==> src/rtl/regfile_wb_arbiter_if.sv <==
// regfile_wb_arbiter_if: writeback request/ready bundle for the two requesters
interface regfile_wb_arbiter_if;
  logic        wb0_valid;
  logic        wb0_ready;
  logic [4:0]  wb0_rd;
  logic [31:0] wb0_data;
  logic        wb1_valid;
  logic        wb1_ready;
  logic [4:0]  wb1_rd;
  logic [31:0] wb1_data;
  modport master (
    output wb0_valid, wb0_rd, wb0_data, wb1_valid, wb1_rd, wb1_data,
    input  wb0_ready, wb1_ready
  );
  modport slave (
    input  wb0_valid, wb0_rd, wb0_data, wb1_valid, wb1_rd, wb1_data,
    output wb0_ready, wb1_ready
  );
endinterface

==> src/rtl/regfile_wb_arbiter.sv <==
// regfile_wb_arbiter: shares the register file write port between ALU and long-latency writeback, with busy scoreboard.
// WB_FORWARD_EN adds fwd1/fwd2 ports and clears busy at the wb1 transfer edge instead of the commit edge.
module regfile_wb_arbiter #(
  parameter int STARVE_LIMIT = 4
) (
  input  logic                 clk,
  input  logic                 rst,
  regfile_wb_arbiter_if.slave  wb,
  input  logic                 issue_valid,
  input  logic [4:0]           issue_rd,
  output logic                 issue_ready,
  input  logic [4:0]           rs1,
  input  logic [4:0]           rs2,
  output logic                 stall,
  output logic [4:0]           write_reg,
  output logic [31:0]          write_data,
  output logic                 reg_write
`ifdef WB_FORWARD_EN
  ,
  output logic                 fwd1_hit,
  output logic                 fwd2_hit,
  output logic [31:0]          fwd1_data,
  output logic [31:0]          fwd2_data
`endif
);
  logic [3:0]  cnt, cnt_nxt;
  logic [31:0] busy, busy_nxt, set_m, clr_m;
  logic        xfer, xfer1;
  logic [4:0]  g_rd;
  logic [31:0] g_data;
  assign wb.wb1_ready = wb.wb1_valid && (!wb.wb0_valid || cnt == 4'(STARVE_LIMIT));
  assign wb.wb0_ready = wb.wb0_valid && !wb.wb1_ready;
  assign xfer1 = wb.wb1_valid && wb.wb1_ready;
  assign xfer = xfer1 || (wb.wb0_valid && wb.wb0_ready);
  assign g_rd = xfer1 ? wb.wb1_rd : wb.wb0_rd;
  assign g_data = xfer1 ? wb.wb1_data : wb.wb0_data;
  assign issue_ready = !busy[issue_rd];
  assign stall = busy[rs1] || busy[rs2];
`ifdef WB_FORWARD_EN
  assign fwd1_hit = reg_write && write_reg == rs1;
  assign fwd2_hit = reg_write && write_reg == rs2;
  assign fwd1_data = write_data;
  assign fwd2_data = write_data;
  assign clr_m = (xfer1 && wb.wb1_rd != 5'd0) ? 32'd1 << wb.wb1_rd : '0;
`else
  logic commit1;
  assign clr_m = commit1 ? 32'd1 << write_reg : '0;
`endif
  always_comb begin
    set_m = (issue_valid && issue_ready) ? 32'd1 << issue_rd : '0;
    busy_nxt = ((busy & ~clr_m) | set_m) & ~32'd1;
    cnt_nxt = (!wb.wb1_valid || xfer1) ? 4'd0 : (cnt == 4'(STARVE_LIMIT) ? cnt : cnt + 4'd1);
  end
  always_ff @(posedge clk or posedge rst) begin
    if (rst) begin
      cnt <= '0;
      busy <= '0;
      reg_write <= 1'b0;
      write_reg <= '0;
      write_data <= '0;
`ifndef WB_FORWARD_EN
      commit1 <= 1'b0;
`endif
    end else begin
      cnt <= cnt_nxt;
      busy <= busy_nxt;
      reg_write <= xfer && g_rd != 5'd0;
      if (xfer) begin
        write_reg <= g_rd;
        write_data <= g_data;
      end
`ifndef WB_FORWARD_EN
      commit1 <= xfer1 && wb.wb1_rd != 5'd0;
`endif
    end
  end
endmodule

==> src/flat_wrapper.sv <==
// flat-port wrapper written by rule: the top's interface ports become plain ports
module regfile_wb_arbiter_flat 
#(
  parameter int STARVE_LIMIT = 4
)
  (clk, rst, issue_valid, issue_rd, issue_ready, rs1, rs2, stall, write_reg, write_data, reg_write, wb_wb0_valid, wb_wb0_rd, wb_wb0_data, wb_wb1_valid, wb_wb1_rd, wb_wb1_data, wb_wb0_ready, wb_wb1_ready);
  regfile_wb_arbiter_if wb_i ();
  input  logic clk;
  input  logic rst;
  input  logic issue_valid;
  input  logic [4:0] issue_rd;
  output logic issue_ready;
  input  logic [4:0] rs1;
  input  logic [4:0] rs2;
  output logic stall;
  output logic [4:0] write_reg;
  output logic [31:0] write_data;
  output logic reg_write;
  input wire logic [$bits(wb_i.wb0_valid)-1:0] wb_wb0_valid;
  input wire logic [$bits(wb_i.wb0_rd)-1:0] wb_wb0_rd;
  input wire logic [$bits(wb_i.wb0_data)-1:0] wb_wb0_data;
  input wire logic [$bits(wb_i.wb1_valid)-1:0] wb_wb1_valid;
  input wire logic [$bits(wb_i.wb1_rd)-1:0] wb_wb1_rd;
  input wire logic [$bits(wb_i.wb1_data)-1:0] wb_wb1_data;
  output wire logic [$bits(wb_i.wb0_ready)-1:0] wb_wb0_ready;
  output wire logic [$bits(wb_i.wb1_ready)-1:0] wb_wb1_ready;
  assign wb_i.wb0_valid = wb_wb0_valid;
  assign wb_i.wb0_rd = wb_wb0_rd;
  assign wb_i.wb0_data = wb_wb0_data;
  assign wb_i.wb1_valid = wb_wb1_valid;
  assign wb_i.wb1_rd = wb_wb1_rd;
  assign wb_i.wb1_data = wb_wb1_data;
  assign wb_wb0_ready = wb_i.wb0_ready;
  assign wb_wb1_ready = wb_i.wb1_ready;
  regfile_wb_arbiter #(.STARVE_LIMIT(STARVE_LIMIT)) u_core (.clk(clk), .rst(rst), .wb(wb_i), .issue_valid(issue_valid), .issue_rd(issue_rd), .issue_ready(issue_ready), .rs1(rs1), .rs2(rs2), .stall(stall), .write_reg(write_reg), .write_data(write_data), .reg_write(reg_write));
endmodule
==> config.mk <==
export PLATFORM = sky130hd
export DESIGN_NAME = regfile_wb_arbiter_flat
export DESIGN_NICKNAME = d
export VERILOG_FILES = /design/src/rtl/regfile_wb_arbiter_if.sv /design/src/rtl/regfile_wb_arbiter.sv /design/src/flat_wrapper.sv
export SDC_FILE = /design/constraint.sdc
export NUM_CORES = 1
export LEC_CHECK = 0
export BUFFER_PORTS_ARGS = -buffer_cell sky130_fd_sc_hd__buf_4
export CAP_MARGIN = 15
export CORE_ASPECT_RATIO = 1.25
export CORE_MARGIN = 2
export CORE_UTILIZATION = 50
export DETAILED_ROUTE_END_ITERATION = 10
export HOLD_SLACK_MARGIN = 0.02
export PLACE_DENSITY = 0.76
export SLEW_MARGIN = 40
export SYNTH_ARGS = -nofsm -noshare
export SYNTH_HDL_FRONTEND = slang
export SYNTH_SLANG_ARGS = --single-unit
==> constraint.sdc <==
create_clock -name clk -period 4.4 [get_ports clk]
set_clock_uncertainty 0.15 [all_clocks]
set_input_delay 0.22 -clock clk [delete_from_list [all_inputs] [get_ports clk]]
set_output_delay 0.22 -clock clk [all_outputs]
set_load 0.02 [all_outputs]
==> results of run 1 <==
==> final cells by class <==
| type | count | area [um^2] |
|---|---|---|
| fill | 515 | 2115 |
| multi-input combinational | 283 | 2107 |
| sequential | 74 | 1852 |
| timing repair buffer | 206 | 1714 |
| clock buffer | 12 | 155.1 |
| tap | 97 | 121.4 |
| inverter | 6 | 22.52 |
| clock inverter | 3 | 15.01 |
==> routing by layer <==
layer / vias up / global-route usage
met5: - / 0
met4: 0 / 0.1553
met3: 49 / 0.09710
met2: 247 / 0.5552
met1: 2109 / 0.3956
li1: 1829 / -
==> stage by stage <==
step	util	setup WS, ps	cells	hold WS [ps]	total power (uW)
after global placement	0.6352	2020	599	144.7	1579
after floorplan	-	2108	392	182.7	1359
final	0.7390	1442	681	37.78	2172
after detailed placement	0.6352	1952	599	158.2	1610
after CTS	0.7390	1558	681	20.14	2142
after global routing	0.7390	1249	681	38.15	2270
==> how the worst max path moves through the flow <==
stage | to | slack [ps] | start | cells after the start
finish | u_core.write_data[31] | 1440 | u_core.cnt[0] | 10
global placement | issue_ready | 2020 | issue_rd[1] | 7
global route | u_core.write_data[21] | 1250 | u_core.cnt[0] | 10
floorplan | stall | 2110 | rs1[0] | 5
detailed placement | wb_wb0_ready | 1950 | u_core.cnt[0] | 8
CTS | wb_wb0_ready | 1560 | u_core.cnt[0] | 8
==> worst min-delay path, delay by kind of cell <==
kind / cells / cell delay [ps]
AO/OA/AOI/OAI: 1 / 140
buffers and inverters: 1 / 90
multiplexers: 1 / 50
==> cell families after synthesis <==
group | count (synthesis) | share of synthesized area
simple gates | 128 | 0.1385
flops | 74 | 0.4504
compound gates | 108 | 0.1869
xor+xnor | 2 | 0.004261
mux | 43 | 0.1729
buf+inv | 35 | 0.04108
fa+ha+maj | 2 | 0.006085
==> power by group through the flow <==
stage	clock network, uW	registers, uW	logic [uW]
2_1_floorplan	0	950	409
3_3_place_gp	0	949	631
3_5_place_dp	0	960	650
4_1_cts	475	949	718
5_1_grt	501	976	794
6_report	473	963	736
==> timing repair <==
action / in CTS / in global routing
resized for setup: 0 / 0
setup endpoints to repair: 0 / 0
endpoints found under the hold margin: 57 / 0
hold buffers: 67 / 0
==> layout by cell type, fill, tap and decap left out, types with 3 or more instances in the layout <==
cell type | Yosys | routed
a22oi_1 | 32 | 32
buf_4 | 1 | 139
clkbuf_8 | 0 | 11
clkinv_2 | 0 | 3
dfrtp_1 | 74 | 74
dlygate4sd3_1 | 0 | 67
inv_1 | 6 | 5
mux2i_1 | 20 | 20
mux4_2 | 22 | 22
nand2_1 | 81 | 81
nand2b_1 | 5 | 5
nand3_1 | 10 | 10
nand3b_1 | 6 | 6
nor2_1 | 11 | 9
nor2b_1 | 3 | 3
o21ai_0 | 40 | 40
o31ai_1 | 21 | 21
o41ai_2 | 4 | 4
or2_2 | 5 | 5
==> qor.txt, run 1 <==
outcome - completed
Reg clk slew, reported paths - 70 ps
async set-reset flop share out of synthesis - 1.000
Clock Path Buffers - 2
R2R Setup Slk - 1440 ps
Final TNS setup - 0 ps
Root Driver - clkbuf_8
Rows - 37
RSZ-0062 raised after global routing - false
Syn Inst Count - 392
ANT nets after route - 0
Max Cap Viol - 0
Worst R2R End - u_core.write_data[31]
core area - 0.008102 mm^2
Net Count, Synth - 488
CP Buf/Inv Count - 4
Tcrit/Tclk final - 0.6723
largest net degree at the start of global routing - 51
die area - 0.008969 mm^2
# diodes - 0
Seq/Total Area, Yosys - 0.4504
Slew HR - 0.5855
share of cells above drive strength 1 - 0.3305
Worst setup SP type - flip-flop
reg2reg start - u_core.cnt[0]
fin nets - 676
Syn Area/Cell - 10.49 um^2
vias in the first global route - 4,623
routability cong. - 0.8607
met1 WL - 5280 um
Pwr per Cell Area - 362.9 mW/mm^2
Num CTS Buffers - 9
Hold Path Depth - 3
met3 wire length - 1276 um
setup violators final - 0
DRC - 0
drt pass-1 iters - 6
postcts setup bufs - 0
initial antenna violation count - 0
Switching Share - 0.3353
Mapped Area - 0.004111 mm^2
IO Port Bufs - 135
hpwl dp - 8759 um
die width - 85.11 um
TritonCTS Sinks - 74
Lkg Pwr - 0.002664 uW
post-route cell area - 0.005987 mm^2
first-pass GRT wire length - 23,270 um
most frequent cell after synthesis - nand2_1
Worst-Skew Late Latency - 350 ps
DR iter-0 viols - 273
Die H - 105.4 um
FF+latch count, synth - 74
post-route minimum period - 2958 ps
Fmax achieved - 338.0 MHz
CTS HTree Levels - 3
Setup CP Type - reg -> reg
Crit. End Element - flip-flop
# IOs - 136
maximum vdd drop - 0.2193 mV
Hold WC Path Type - in -> reg
top cell type's share of synthesized area - 0.4504
Placed Instance Area - 0.005146 mm^2
DR WL met2 - 7285 um
Starting Density - 0.5075
combinational share of power - 0.339
Worst-Margin Slew - 621.8 ps
Power Internal - 1444 uW
Area Growth Syn to Fin - 45.62%
Area contributors post-synth - dfrtp_1 (45%), mux4_2 (12%), nand2_1 (7.4%)
dominant cell type by area after synthesis - dfrtp_1
top cells by count, synth - nand2_1 (81), dfrtp_1 (74), o21ai_0 (40)
CP max stage delay - 560 ps
critical path's top delay family - buffers and inverters
crit path DAT - 3100 ps
Yosys cell types - 38
gr ovfl total - 0
CP cell instances - inv_1 > ha_1 > nand3b_1 > a21boi_4 > buf_4 > nor2_2 > buf_4 > nand2_1 > nand2_1 > dlygate4sd3_1
Max FO, Critical Path - 42
Routed Wire Length - 14,440 um
max reg flops - 32
Post-synth EDFFs - 0
Worst Hold Launch - wb_wb0_rd[0]
Seq pwr share - 0.443
CTS tree - yes
DR top layer - met4
Worst Hold Endpoint - u_core.write_reg[0]
Slowest-stage cell, CP - dlygate4sd3_1
WP data required - 4540 ps
Clk pwr share - 0.218
Top FF cell, synth - dfrtp_1
wire per inst - 21.20 um
YS warnings - 0
total track usage - 0.3338
R2R cell count - 10
final hold vios - 0
vias per inst - 6.217
Psw - 728.4 uW
Slew Limit Fails - 0
via count - 4,234
No activity file was read; power rests on OpenSTA's default activity.
==> run 2, diff against run 1 <==
--- a/config.mk
+++ b/config.mk
@@ -9,10 +9,10 @@
 export CAP_MARGIN = 15
 export CORE_ASPECT_RATIO = 1.25
 export CORE_MARGIN = 2
-export CORE_UTILIZATION = 50
+export CORE_UTILIZATION = 46
 export DETAILED_ROUTE_END_ITERATION = 10
 export HOLD_SLACK_MARGIN = 0.02
-export PLACE_DENSITY = 0.76
+export PLACE_DENSITY = 0.74
 export SLEW_MARGIN = 40
 export SYNTH_ARGS = -nofsm -noshare
 export SYNTH_HDL_FRONTEND = slang
==> constraint.sdc (replaced) <==
create_clock -name clk -period 2.62 [get_ports clk]
set_clock_uncertainty 0.15 [all_clocks]
set_input_delay 0.131 -clock clk [delete_from_list [all_inputs] [get_ports clk]]
set_output_delay 0.131 -clock clk [all_outputs]
set_load 0.02 [all_outputs]
==> run 2 against run 1 <==
Against the previous run: non-clock buffer count is 14 higher; cell area up 2.8%; sequential share of layout area shrank 0.84 points; global-route usage shrank 1.2 points; fmax up 18%; power up 65%; register-to-register slack worse by 1300 ps; critical path type unchanged.
==> qor.txt, run 2 (synthesis gave the netlist of run 1 again) <==
outcome - completed
Clk pwr share - 0.202 (-0.016)
post-route minimum period - 2516 ps (-441.9 ps)
Sequential cell area - 0.001852 mm^2 (unchanged)
CTS tree - yes
die width - 88.56 um (+4.1%)
Max Cap Viol - 0 (unchanged)
Slew HR - 0.5442 (-0.04122)
Area Growth Syn to Fin - 49.67%
Hold WC Path Type - in -> reg
vias in the first global route - 4,420 (-4.4%)
Max FO, Critical Path - 41 (-2.4%)
via count - 4,318 (+2.0%)
Fmax achieved - 397.4 MHz (+18%)
share of cells above drive strength 1 - 0.3188 (-0.01169)
vias per inst - 6.031 (-3.0%)
CP Buf/Inv Count - 3 (-1)
# diodes - 0 (unchanged)
fin cells - 716 (+5.1%)
Psw - 1211 uW (+66%)
Clock Path Buffers - 2 (unchanged)
drt pass-1 iters - 5 (-1)
Worst-Skew Late Latency - 350 ps (about the same)
Worst-Margin Slew - 682.7 ps (+60.84 ps)
Root Driver - clkbuf_8
Slowest-stage cell, CP - dlygate4sd3_1
Pwr per Cell Area - 582.5 mW/mm^2 (+61%)
Die H - 109.7 um (+4.1%)
ANT nets after route - 0 (unchanged)
DRC - 0 (unchanged)
most common cell after layout, fill and taps aside - buf_4
fin nets - 690 (+2.1%)
reg2reg start - u_core.cnt[0]
most frequent cells in the layout - buf_4 (138), nand2_1 (81), dlygate4sd3_1 (80), dfrtp_1 (74), o21ai_0 (40)
setup violators final - 0 (unchanged)
crit path DAT - 2590 ps (-510 ps)
largest net degree at the start of global routing - 44 (-14%)
CP max stage delay - 580 ps (+20 ps)
core area - 0.008701 mm^2 (+7.4%)
Rows - 38 (+2.7%)
critical path's top delay family - buffers and inverters
Reg clk slew, reported paths - 70 ps (about the same)
placed insts - 623 (+4.0%)
final hold vios - 0 (unchanged)
initial antenna violation count - 0 (unchanged)
final core occ - 0.7072 (-0.03178)
first-pass GRT wire length - 23,440 um (+0.71%)
Final TNS setup - 0 ps (unchanged)
max reg flops - 32 (unchanged)
origin of the worst setup path - u_core.cnt[0]
Seq pwr share - 0.448 (+0.005)
combinational share of power - 0.350 (+0.011)
TritonCTS Sinks - 74 (unchanged)
maximum vdd drop - 0.3418 mV (+56%)
Switching Share - 0.3378 (+0.002517)
hpwl dp - 9024 um (+3.0%)
# IOs - 136 (unchanged)
CTS HTree Levels - 3 (unchanged)
Lkg Pwr - 0.002710 uW (+1.7%)
WP data required - 2690 ps (-1850 ps)
Setup CP Type - reg -> reg
multi-input logic area - 0.002112 mm^2 (+0.24%)
Fillers - 590 (+15%)
CP cell instances - inv_1 > ha_1 > nand3b_1 > a21boi_4 > buf_12 > mux2i_1 > dlygate4sd3_1 > o21ai_0
gr ovfl total - 0 (unchanged)
die area - 0.009715 mm^2 (+8.3%)
total track usage - 0.3220 (-0.01183)
Routed Wire Length - 15,030 um (+4.1%)
routability cong. - 0.9560 (+11%)
RSZ-0062 raised after global routing - false
DR iter-0 viols - 413 (+51%)
postcts setup bufs - 0 (unchanged)
Tcrit/Tclk final - 0.9604 (+0.2881)
IO Port Bufs - 135 (unchanged)
wire per inst - 20.99 um (-1.0%)
Starting Density - 0.4725 (-0.03496)
Slew Limit Fails - 0 (unchanged)
Worst setup SP type - flip-flop
Num CTS Buffers - 9 (unchanged)
Power Internal - 2373 uW (+64%)
Worst Hold Launch - issue_rd[0]
Crit. End Element - flip-flop
-- run 2: changes by cell type in the layout (fill, tap and decap cells not counted), sizes merged --
| cell | delta |
|---|---|
| dlygate4sd3 | +13 |
| clkinv | -2 |
| buf | +1 |
-- run 2: worst paths after layout --
path,depth (start not counted),slack [ps],to
hold reg to reg,1,340,u_core.cnt[0]
min in group asynchronous,3,300,u_core.busy[9]
max in group asynchronous,4,1340,u_core.busy[4]
hold / removal,3,40,u_core.busy[7]
setup reg to reg,8,100,u_core.write_reg[0]
setup / recovery,8,100,u_core.write_reg[0]
-- run 2: stage by stage --
| stage | hold WS (ps) | setup WS, ps | cell area, um^2 | total power (uW) |
|---|---|---|---|---|
| CTS | 24.55 | 72.78 | 6136 | 3526 |
| global placement | 128.0 | 374.8 | 5195 | 2660 |
| floorplan | 93.72 | 457.4 | 4111 | 2282 |
| global route | 52.21 | 16.54 | 6153 | 3741 |
| detailed placement | 142.0 | 282.0 | 5195 | 2707 |
| finish | 41.21 | 103.7 | 6153 | 3584 |
-- run 2: per-layer routing --
metal,global-route usage,wire [um]
met5,0,0
met4,0.1331,584
met3,0.07958,1264
met2,0.5440,7542
met1,0.3921,5635
-- run 2: area by class of cell --
cell class | instances | area share
multi-input cells | 283 | 0.3432
repair buffers | 220 | 0.3050
flip-flops and latches | 74 | 0.3009
well taps | 120 | 0.02440
clock buffers | 12 | 0.02196
inverters | 6 | 0.003660
clock inverters | 1 | 0.0008133
-- run 2: worst register-to-register path, cell delays in order (launching register included) --
cell and delay [ps]:
dfrtp_1 410, inv_1 70, ha_1 150, nand3b_1 160, a21boi_4 280, buf_12 260
mux2i_1 270, dlygate4sd3_1 580, o21ai_0 70
-- run 2: power groups by stage --
stage	clock (uW)	combinational (uW)	sequential, uW
final	723	1260	1610
after global routing	760	1350	1630
after CTS	720	1220	1590
after detailed placement	0	1100	1600
after global placement	0	1070	1590
after floorplan	0	687	1600
-- run 2: what timing repair did --
item                                   CTS  global route
setup endpoints to repair                0            13
hold buffers                            80             0
endpoints found under the hold margin   72             0
gates resized for setup                  0             4
==> run 3, diff against run 2 <==
--- a/config.mk
+++ b/config.mk
@@ -5,14 +5,16 @@
 export SDC_FILE = /design/constraint.sdc
 export NUM_CORES = 1
 export LEC_CHECK = 0
-export BUFFER_PORTS_ARGS = -buffer_cell sky130_fd_sc_hd__buf_4
 export CAP_MARGIN = 15
+export CELL_PAD_IN_SITES_DETAIL_PLACEMENT = 0
+export CELL_PAD_IN_SITES_GLOBAL_PLACEMENT = 1
 export CORE_ASPECT_RATIO = 1.25
 export CORE_MARGIN = 2
-export CORE_UTILIZATION = 46
+export CORE_UTILIZATION = 43
 export DETAILED_ROUTE_END_ITERATION = 10
+export DONT_BUFFER_PORTS = 1
 export HOLD_SLACK_MARGIN = 0.02
-export PLACE_DENSITY = 0.74
+export PLACE_DENSITY = 0.72
 export SLEW_MARGIN = 40
 export SYNTH_ARGS = -nofsm -noshare
 export SYNTH_HDL_FRONTEND = slang
==> run 3 against run 2 <==
Against the previous run: routed wire length down 18%; non-clock buffer count down 127; die area up 6.7%; hold slack better by 24 ps; register-to-register slack better by 20 ps; clock power up 91%; cell area down 12%; core utilization down 12 points; via count down 16%; largest power group unchanged.
==> qor.txt, run 3 (synthesis gave the netlist of run 1 again) <==
outcome - completed
Seq pwr share - 0.422 (-0.026)
Reg clk slew, reported paths - 60 ps (about the same)
Switching Share - 0.2962 (-0.04163)
Clock Path Buffers - 2 (unchanged)
Slew Limit Fails - 0 (unchanged)
die area - 0.01036 mm^2 (+6.7%)
R2R Setup Slk - 130 ps (+20 ps)
Worst-Skew Late Latency - 330 ps (-20 ps)
post-route minimum period - 2494 ps (-22.14 ps)
maximum vdd drop - 0.3540 mV (+3.6%)
hpwl dp - 8109 um (-10%)
die width - 91.46 um (+3.3%)
crit path DAT - 2620 ps (+30 ps)
vias per inst - 6.086 (+0.91%)
Routed Wire Length - 12,390 um (-18%)
max reg flops - 32 (unchanged)
gr ovfl total - 0 (unchanged)
Area Growth Syn to Fin - 32.05%
drt pass-1 iters - 6 (+1)
Pwr per Cell Area - 733.8 mW/mm^2 (+26%)
Tcrit/Tclk final - 0.9520 (-0.008450)
Worst setup SP type - flip-flop
Die H - 113.3 um (+3.3%)
CTS HTree Levels - 3 (unchanged)
total track usage - 0.2496 (-0.07231)
most common cell after layout, fill and taps aside - dlygate4sd3_1
Lkg Pwr - 0.002197 uW (-19%)
Psw - 1180 uW (-2.5%)
combinational share of power - 0.232 (-0.118)
fin nets - 563 (-18%)
Clk pwr share - 0.346 (+0.144)
initial antenna violation count - 0 (unchanged)
wire per inst - 20.82 um (-0.80%)
Num CTS Buffers - 9 (unchanged)
routability cong. - 0.7921 (-17%)
Slew HR - 0.5841 (+0.03989)
# IOs - 136 (unchanged)
final core occ - 0.5887 (-0.1186)
DRC - 0 (unchanged)
Max FO, Critical Path - 32 (-22%)
Rows - 39 (+2.6%)
WP data required - 2740 ps (+50 ps)
most frequent cells in the layout - dlygate4sd3_1 (87), nand2_1 (81), dfrtp_1 (74), o21ai_0 (40), a22oi_1 (32)
Root Driver - clkbuf_16
Worst-Margin Slew - 623.1 ps (-59.56 ps)
Crit. End Element - flip-flop
placed insts - 490 (-21%)
RSZ-0062 raised after global routing - true
largest net degree at the start of global routing - 44 (unchanged)
IO Port Bufs - 0 (-100%)
first-pass GRT wire length - 20,000 um (-15%)
core area - 0.009223 mm^2 (+6.0%)
Power Internal - 2804 uW (+18%)
via count - 3,621 (-16%)
Sequential cell area - 0.001852 mm^2 (unchanged)
Setup CP Type - reg -> reg
setup violators final - 0 (unchanged)
Fmax achieved - 400.9 MHz (+0.89%)
CTS tree - yes
multi-input logic area - 0.002112 mm^2 (unchanged)
Starting Density - 0.4458 (-0.02673)
TritonCTS Sinks - 74 (unchanged)
share of cells above drive strength 1 - 0.1271 (-0.1917)
ANT nets after route - 0 (unchanged)
final hold vios - 0 (unchanged)
Fillers - 717 (+22%)
DR iter-0 viols - 139 (-66%)
# diodes - 0 (unchanged)
fin cells - 595 (-17%)
Max Cap Viol - 0 (unchanged)
vias in the first global route - 3,842 (-13%)
Hold WC Path Type - in -> reg
==> run 3: power by group through the flow <==
stage | Combinational [uW] | Clock, uW | Sequential (uW)
finish | 924 | 1380 | 1680
global route | 1010 | 1460 | 1710
CTS | 916 | 1400 | 1670
detailed placement | 767 | 0 | 1690
global placement | 743 | 0 | 1680
floorplan | 687 | 0 | 1600
==> run 3: path summary, 6_finish.rpt <==
kind / cells after the start / to / start
worst max-delay path: 9 / u_core.write_data[2] / u_core.cnt[0]
worst min-delay path: 2 / u_core.reg_write / wb_wb1_rd[3]
worst max register to register: 9 / u_core.write_data[2] / u_core.cnt[0]
worst min register to register: 1 / u_core.cnt[0] / u_core.cnt[0]
max in group asynchronous: 3 / u_core.write_data[21] / rst
min in group asynchronous: 2 / u_core.write_data[8] / rst
==> run 3: what timing repair did <==
item,4_1_cts,5_1_grt
endpoints found under the setup margin,0,38
endpoints found under the hold margin,108,0
gates resized for setup,0,5
setup buffers,0,0
hold buffers,89,0
==> run 3: critical path: stages (launching register included) <==
cell and delay [ps]:
dfrtp_1 390, inv_1 60, ha_1 190, nand3b_1 150, a21boi_4 80, nor2_2 360, buf_6 310, nand2_1 120
nand2_1 80, dlygate4sd3_1 540
==> run 3: layout make-up <==
cell class                      count  area share
Multi-Input combinational cell    283      0.3890
Clock inverter                      4     0.01337
Sequential cell                    74      0.3411
Inverter                            6    0.004379
Timing Repair Buffer               93      0.1747
Tap cell                          123     0.02835
Clock buffer                       12     0.04909
==> run 3: per-stage QoR <==
step / setup TNS, ps / total power, uW / hold WS [ps] / setup WS, ps / instance area (um^2)
finish: 0 / 3984 / 65.09 / 125.9 / 5429
global route: -24.61 / 4181 / 76.06 / -15.07 / 5429
CTS: 0 / 3986 / 45.53 / 15.25 / 5413
detailed placement: 0 / 2456 / 39.48 / 420.3 / 4183
global placement: 0 / 2421 / 27.60 / 478.2 / 4183
floorplan: 0 / 2282 / 93.72 / 457.4 / 4111
==> run 3: metal layers <==
layer,share of wire,up-vias,GRT usage
met5,0,-,0
met4,0.034,0,0.1384
met1,0.36,1812,0.2839
met3,0.083,29,0.05992
met2,0.52,173,0.4299
li1,-,1607,-
